===== config.mk =====
export PLATFORM = sky130hd
export DESIGN_NAME = mem_scan_engine
export DESIGN_NICKNAME = d
export VERILOG_FILES = /design/src/rtl/mem_scan_engine.sv
export SDC_FILE = /design/constraint.sdc
export NUM_CORES = 1
export LEC_CHECK = 0
export CELL_PAD_IN_SITES_DETAIL_PLACEMENT = 0
export CELL_PAD_IN_SITES_GLOBAL_PLACEMENT = 1
export CORE_MARGIN = 10
export CORE_UTILIZATION = 42
export CTS_CLUSTER_SIZE = 8
export DETAILED_ROUTE_END_ITERATION = 12
export MAX_ROUTING_LAYER = met4
export PLACE_DENSITY_LB_ADDON = 0.15
export SLEW_MARGIN = 20
export SYNTH_ARGS = -nofsm -noshare
export SYNTH_HDL_FRONTEND = slang
export SYNTH_SLANG_ARGS = --single-unit

===== constraint.sdc =====
create_clock -name CLK -period 6.35 [get_ports CLK]
set_input_delay 1.905 -clock CLK [delete_from_list [all_inputs] [get_ports CLK]]
set_output_delay 1.905 -clock CLK [all_outputs]
set_load 0.01 [all_outputs]

===== src/rtl/mem_scan_engine.sv =====
// Memory-sweep sequencer: fill, fill-incrementing, verify-incrementing and checksum over [BASE_ADDR, LAST_ADDR].
// Optional `MEM_SCAN_STRIDE_EN adds a STRIDE input so the sweep can skip addresses.
`timescale 1ns/1ps
module mem_scan_engine #(
    parameter int DATA_W     = 32,
    parameter int ADDR_W     = 26,
    parameter int RD_LATENCY = 1
) (
    input  logic              CLK,
    input  logic              RST,
    input  logic              START,
    input  logic [1:0]        MODE,
    input  logic [ADDR_W-1:0] BASE_ADDR,
    input  logic [ADDR_W-1:0] LAST_ADDR,
    input  logic [DATA_W-1:0] PATTERN,
`ifdef MEM_SCAN_STRIDE_EN
    input  logic [ADDR_W-1:0] STRIDE,
`endif
    output logic [ADDR_W-1:0] ADDR,
    output logic              READ,
    output logic              WRITE,
    output logic [DATA_W-1:0] MEM_DATA_OUT,
    input  logic [DATA_W-1:0] MEM_DATA_IN,
    output logic              BUSY,
    output logic              DONE,
    output logic [DATA_W-1:0] CHECKSUM,
    output logic [ADDR_W-1:0] ERR_CNT,
    output logic [ADDR_W-1:0] ERR_ADDR,
    output logic              RANGE_ERR
);

    localparam logic [2:0] S_IDLE  = 3'd0;
    localparam logic [2:0] S_ISSUE = 3'd1;
    localparam logic [2:0] S_WAIT  = 3'd2;
    localparam logic [2:0] S_NEXT  = 3'd3;
    localparam logic [2:0] S_FIN   = 3'd4;

    localparam int unsigned LAT_W = (RD_LATENCY > 1) ? $clog2(RD_LATENCY) : 1;
    localparam logic [LAT_W-1:0] LAT_INIT = LAT_W'(RD_LATENCY - 1);

    logic [2:0]        state;
    logic [1:0]        mode_q;
    logic [ADDR_W-1:0] cur;
    logic [ADDR_W-1:0] last_q;
    logic [DATA_W-1:0] pat_q;
    logic [DATA_W-1:0] exp_q;
    logic [LAT_W-1:0]  lat_cnt;
    logic [ADDR_W-1:0] nxt_addr;
    logic [DATA_W-1:0] nxt_exp;
    logic              sweep_end;
    logic              range_bad;

    // exp_q tracks PATTERN + access index, so it serves both as fill-inc data and verify reference
    assign nxt_exp   = exp_q + DATA_W'(1);
    assign range_bad = (LAST_ADDR < BASE_ADDR);

`ifdef MEM_SCAN_STRIDE_EN
    logic [ADDR_W-1:0] stride_q;
    logic [ADDR_W:0]   stride_sum;

    // Extra carry bit keeps the overshoot test honest near the top of the address space
    assign stride_sum = {1'b0, cur} + {1'b0, stride_q};
    assign nxt_addr   = stride_sum[ADDR_W-1:0];
    assign sweep_end  = (cur == last_q) || (stride_sum > {1'b0, last_q});
`else
    assign nxt_addr  = cur + ADDR_W'(1);
    assign sweep_end = (cur == last_q);
`endif

    assign WRITE = (state == S_ISSUE) && !mode_q[1] && !RANGE_ERR;
    assign READ  = (state == S_ISSUE) &&  mode_q[1] && !RANGE_ERR;
    assign BUSY  = (state == S_ISSUE) || (state == S_WAIT) || (state == S_NEXT);
    assign DONE  = (state == S_FIN);

    always_ff @(posedge CLK) begin
        if (RST) begin
            state        <= S_IDLE;
            mode_q       <= '0;
            cur          <= '0;
            last_q       <= '0;
            pat_q        <= '0;
            exp_q        <= '0;
            lat_cnt      <= '0;
            ADDR         <= '0;
            MEM_DATA_OUT <= '0;
            CHECKSUM     <= '0;
            ERR_CNT      <= '0;
            ERR_ADDR     <= '0;
            RANGE_ERR    <= 1'b0;
`ifdef MEM_SCAN_STRIDE_EN
            stride_q     <= '0;
`endif
        end else begin
            case (state)
                S_IDLE: begin
                    if (START) begin
                        mode_q    <= MODE;
                        last_q    <= LAST_ADDR;
                        pat_q     <= PATTERN;
                        exp_q     <= PATTERN;
                        cur       <= BASE_ADDR;
                        CHECKSUM  <= '0;
                        ERR_CNT   <= '0;
                        ERR_ADDR  <= '0;
                        RANGE_ERR <= range_bad;
`ifdef MEM_SCAN_STRIDE_EN
                        stride_q  <= (STRIDE == '0) ? ADDR_W'(1) : STRIDE;
`endif
                        // A bad range passes through ISSUE with strobes masked, then straight to FIN
                        state     <= S_ISSUE;
                        if (!range_bad) begin
                            ADDR <= BASE_ADDR;
                            if (!MODE[1]) MEM_DATA_OUT <= PATTERN;
                        end
                    end
                end
                S_ISSUE: begin
                    if (RANGE_ERR) begin
                        state <= S_FIN;
                    end else if (!mode_q[1]) begin
                        state <= S_NEXT;
                    end else begin
                        lat_cnt <= LAT_INIT;
                        state   <= S_WAIT;
                    end
                end
                S_WAIT: begin
                    if (lat_cnt == '0) begin
                        state <= S_NEXT;
                        if (mode_q[0]) begin
                            CHECKSUM <= CHECKSUM + MEM_DATA_IN;
                        end else if (MEM_DATA_IN != exp_q) begin
                            if (ERR_CNT != '1) ERR_CNT <= ERR_CNT + ADDR_W'(1);
                            if (ERR_CNT == '0) ERR_ADDR <= cur;
                        end
                    end else begin
                        lat_cnt <= lat_cnt - LAT_W'(1);
                    end
                end
                S_NEXT: begin
                    if (sweep_end) begin
                        state <= S_FIN;
                    end else begin
                        cur   <= nxt_addr;
                        exp_q <= nxt_exp;
                        ADDR  <= nxt_addr;
                        if (!mode_q[1]) MEM_DATA_OUT <= mode_q[0] ? nxt_exp : pat_q;
                        state <= S_ISSUE;
                    end
                end
                S_FIN:   state <= S_IDLE;
                default: state <= S_IDLE;
            endcase
        end
    end

endmodule


==> metrics list <==
- The worst path in the final design needs a cycle of 4.76 ns, including I/O delays and setup.
- Antenna violations before repair: 0
* Net Count, Synth: 2093
* Total Wirelength: 53300 µm
- Cell internal power was estimated by the tool at 0.00342 W.
- Dividing the final minimum period by the clock period gives 0.750.
- Root cell of the clock tree: sky130_fd_sc_hd__clkbuf_16
* Port Buffer Count: 267
- Summed over all nets, wire length on met3 after detailed routing comes to 2370 µm.
- Top post-synthesis cells by count: 273 x sky130_fd_sc_hd__nand2_1, 264 x sky130_fd_sc_hd__dfxtp_1, 223 x sky130_fd_sc_hd__a21oi_1
- The worst pin sits at a relative slew slack of 0.329.
- The critical path goes through clkdlybuf4s50_1 > inv_1 > ha_1 > a21o_1 > a21o_1 > a21oi_1 > nor2_1 > a211oi_1 > o31a_1 > o21a_1 > nor3_2 > buf_4 > a311oi_1.
* Top area cells in the synthesized netlist: sky130_fd_sc_hd__dfxtp_1 35%, sky130_fd_sc_hd__a21oi_1 7.5%, sky130_fd_sc_hd__nand2_1 6.8%
- Of the synthesized area, sequential elements account for 0.353.
- Of the total power, combinational logic draws 0.229.
* Clock edge transition at the registers on the reported setup and hold paths: 0.05 ns
* Slowest CP cell: sky130_fd_sc_hd__o21a_1
- Highest routed layer: met4
* TritonCTS buffer count: 39
- Of all nets on the critical path, the largest fanout is 32.
- Compared with the post-synthesis result, the final layout area differs by 25.6%.
- TritonCTS clock tree: built
- In this run, synthesis produced a sequential element count of 264.
* Sum of met2 wire segment lengths after detailed routing: 26500 µm
* Floorplan die area: 43600 µm²
* Gp weighted congestion: 0.911
- The most used flip-flop cell after synthesis is sky130_fd_sc_hd__dfxtp_1.
- Sequential power share: 0.398
* Cell row count: 69
- For this design the ratio of total power to cell area is 267 nW/µm².
- Clock latency at the later pin of the worst-skew pair: 0.52 ns
- First-pass detailed-route iteration total: 5
* Number of gates resized after cts: 0
* Final Hold Fails: 0
* Worst IR drop on VDD: 0.157 mV
- Nets@finish: 2274
* Post-synthesis cell type with the largest combined area: sky130_fd_sc_hd__dfxtp_1
- Number of buffers on the longest clock path: 3
- Summing every instance area after synthesis gives 15000 µm².
* Share of cells above drive strength 1: 0.0458
- Worst Setup Path Type: input pin to flop
- CTS Sinks: 264
- Number of flops mapped to enable cells by yosys: 0
* Max Freq: 210 MHz
- The floorplan step set the die height to 209 µm.
- Number of standard cells after synthesis: 1911
- Half-perimeter wire length of the detailed placement result: 38700 µm
- Summed over all nets, the switching power comes to 0.00160 W.
- Number of levels in the clock H-tree: 2
- Async set-reset flop share out of synthesis: 0
- Using the TritonRoute via totals, the vias-per-cell ratio works out to 5.64.
- Initial core utilization: 0.423
- Max incr delay on CP: 0.69 ns
* Startpoint type of the worst setup path: input pin
* Core Util, Final: 0.531
- Transition time at the pin with the least slew margin: 1.00 ns
- Status: complete, no violations
- Residual antenna-violating net count after detailed routing: 0
* Number of vias in the routed layout: 14420
- STA classifies the critical path endpoint as a flop.
- For this run, the total global-route usage over all layers was measured as 0.239.
* Hold WC Path Type: flop to flop
- Switching Share: 0.318
- Syn_area_per_cell: 7.83 µm²
- Number of placed I/O pins: 268
* Count leader, synth: sky130_fd_sc_hd__nand2_1
- The total overflow left after global routing is 0.
* Max-slew violation total from the final report: 0
- Wire length on met1: 23300 µm
* Endpoint required time on the critical path: 6.76 ns
- Remaining DRCs: 0
- For the final database, setup skew stands at 0.0149 ns.
- The share of synthesized area in the top cell type comes to 0.353.
- Data on the critical path arrives at its endpoint at 5.17 ns.
- In this run the static leakage power is 7.19 nW.
- Crit path top cell by count: sky130_fd_sc_hd__a21o_1
* Fin Setup TNS: 0 ns
* Via count of the first global-routing pass: 14049
* Wire length of the first global-routing pass: 82800 µm
- For this block, the initial DRC count from the detailed router was 898.
* Unrepaired setup endpoints after global routing: false
- From left edge to right edge, the die measures 209 µm.
* Max-cap violations: 0
- In this run, post-CTS hold repair placed 0 buffers.
- The finished cells cover 18800 µm².
- Ys Warns: 0
- Setup Buffers After CTS: 0
* Area of placed instances: 17700 µm²
* Placeable core region: 35400 µm²
- Wirelength per Cell: 20.8 µm
- Diode insertion count for antenna repair: 0
- Count of cell types in the netlist: 74
- Entering global routing, the biggest net connects 83 pins.
* Final setup vio count: 0
* Clock network fraction of total power: 0.374
stage by stage:
stage / std cells / setup WS, ns / hold WS (ns) / power [W]
6_report: 2558 / 1.59 / 0.451 / 0.00502
5_1_grt: 2558 / 1.35 / 0.466 / 0.00526
4_1_cts: 2558 / 1.49 / 0.453 / 0.00506
3_5_place_dp: 2512 / 0.963 / 0.446 / 0.00317
3_3_place_gp: 2512 / 1.04 / 0.438 / 0.00316
2_1_floorplan: 1911 / 2.19 / 0.433 / 0.00267
power groups by stage:
stage | combinational, W | sequential, W | clock, W
CTS | 0.00115 | 0.00200 | 0.00191
global placement | 0.00113 | 0.00203 | 0
detailed placement | 0.00115 | 0.00203 | 0
floorplan | 0.000714 | 0.00195 | 0
global route | 0.00126 | 0.00202 | 0.00199
finish | 0.00115 | 0.00200 | 0.00188
placed cells by master (no fill, tap or decap), drive strengths merged, types with 9 or more instances in the layout:
master and instances:
nand2 273, clkdlybuf4s50 266, dfxtp 264, a21oi 223
nor2 188, xor2 95, o21ai 86, xnor2 62
ha 60, nand3 55, inv 44, clkbuf 44
a211oi 43, a22oi 27, o211ai 26, nand2b 26
nor4 25, nor3 25, a21o 24, nand4 24
a22o 23, a311oi 19, and3 17, buf 17
or3 16, and4 14, and2 13, mux2i 11
o31ai 10, o21a 9
area by class of cell:
type / instances / area (µm²)
inverter: 43 / 161
tap: 461 / 577
fill: 3477 / 16600
sequential: 264 / 5290
clock buffer: 44 / 1040
clock inverter: 2 / 27.5
timing repair buffer: 283 / 2810
multi-input combinational: 1461 / 8910
flip-flops by register name, indices dropped and copies added, names as in the netlist:
name,count
RANGE_ERR,1
ERR_ADDR,26
MEM_DATA_OUT,32
mode_q,2
exp_q,32
ERR_CNT,26
state,3
CHECKSUM,32
cur,26
last_q,26
pat_q,32
ADDR,26
cell families after synthesis:
family	Yosys count	synth area share
AO/OA/AOI/OAI	527	0.219
buffers and inverters	186	0.0543
flip-flops	264	0.353
multiplexers	12	0.00811
XOR/XNOR	157	0.0919
AND/OR/NAND/NOR	704	0.222
adder cells (fa/ha/maj)	61	0.0515
worst max-delay path: cells and delay by family:
family | cells | cell delay (ns)
compound gates | 7 | 1.95
buf+inv | 3 | 0.82
fa+ha+maj | 1 | 0.30
simple gates | 2 | 0.16
metal layers:
metal  up-vias  global-route usage
li1       7072                   -
met1      6872               0.294
met2       416               0.405
met3        60              0.0340
met4         0              0.0583
met5         -                   -
worst paths after layout:
path                     start                to  slack, ns  depth (start not counted)
hold / removal       pat_q[31]         pat_q[31]       0.45                          2
hold reg to reg      pat_q[31]         pat_q[31]       0.45                          2
setup reg to reg       cur[18]         exp_q[31]       2.69                         10
setup / recovery  BASE_ADDR[7]  MEM_DATA_OUT[28]       1.59                         13
Power figures use the tool's default switching activity.
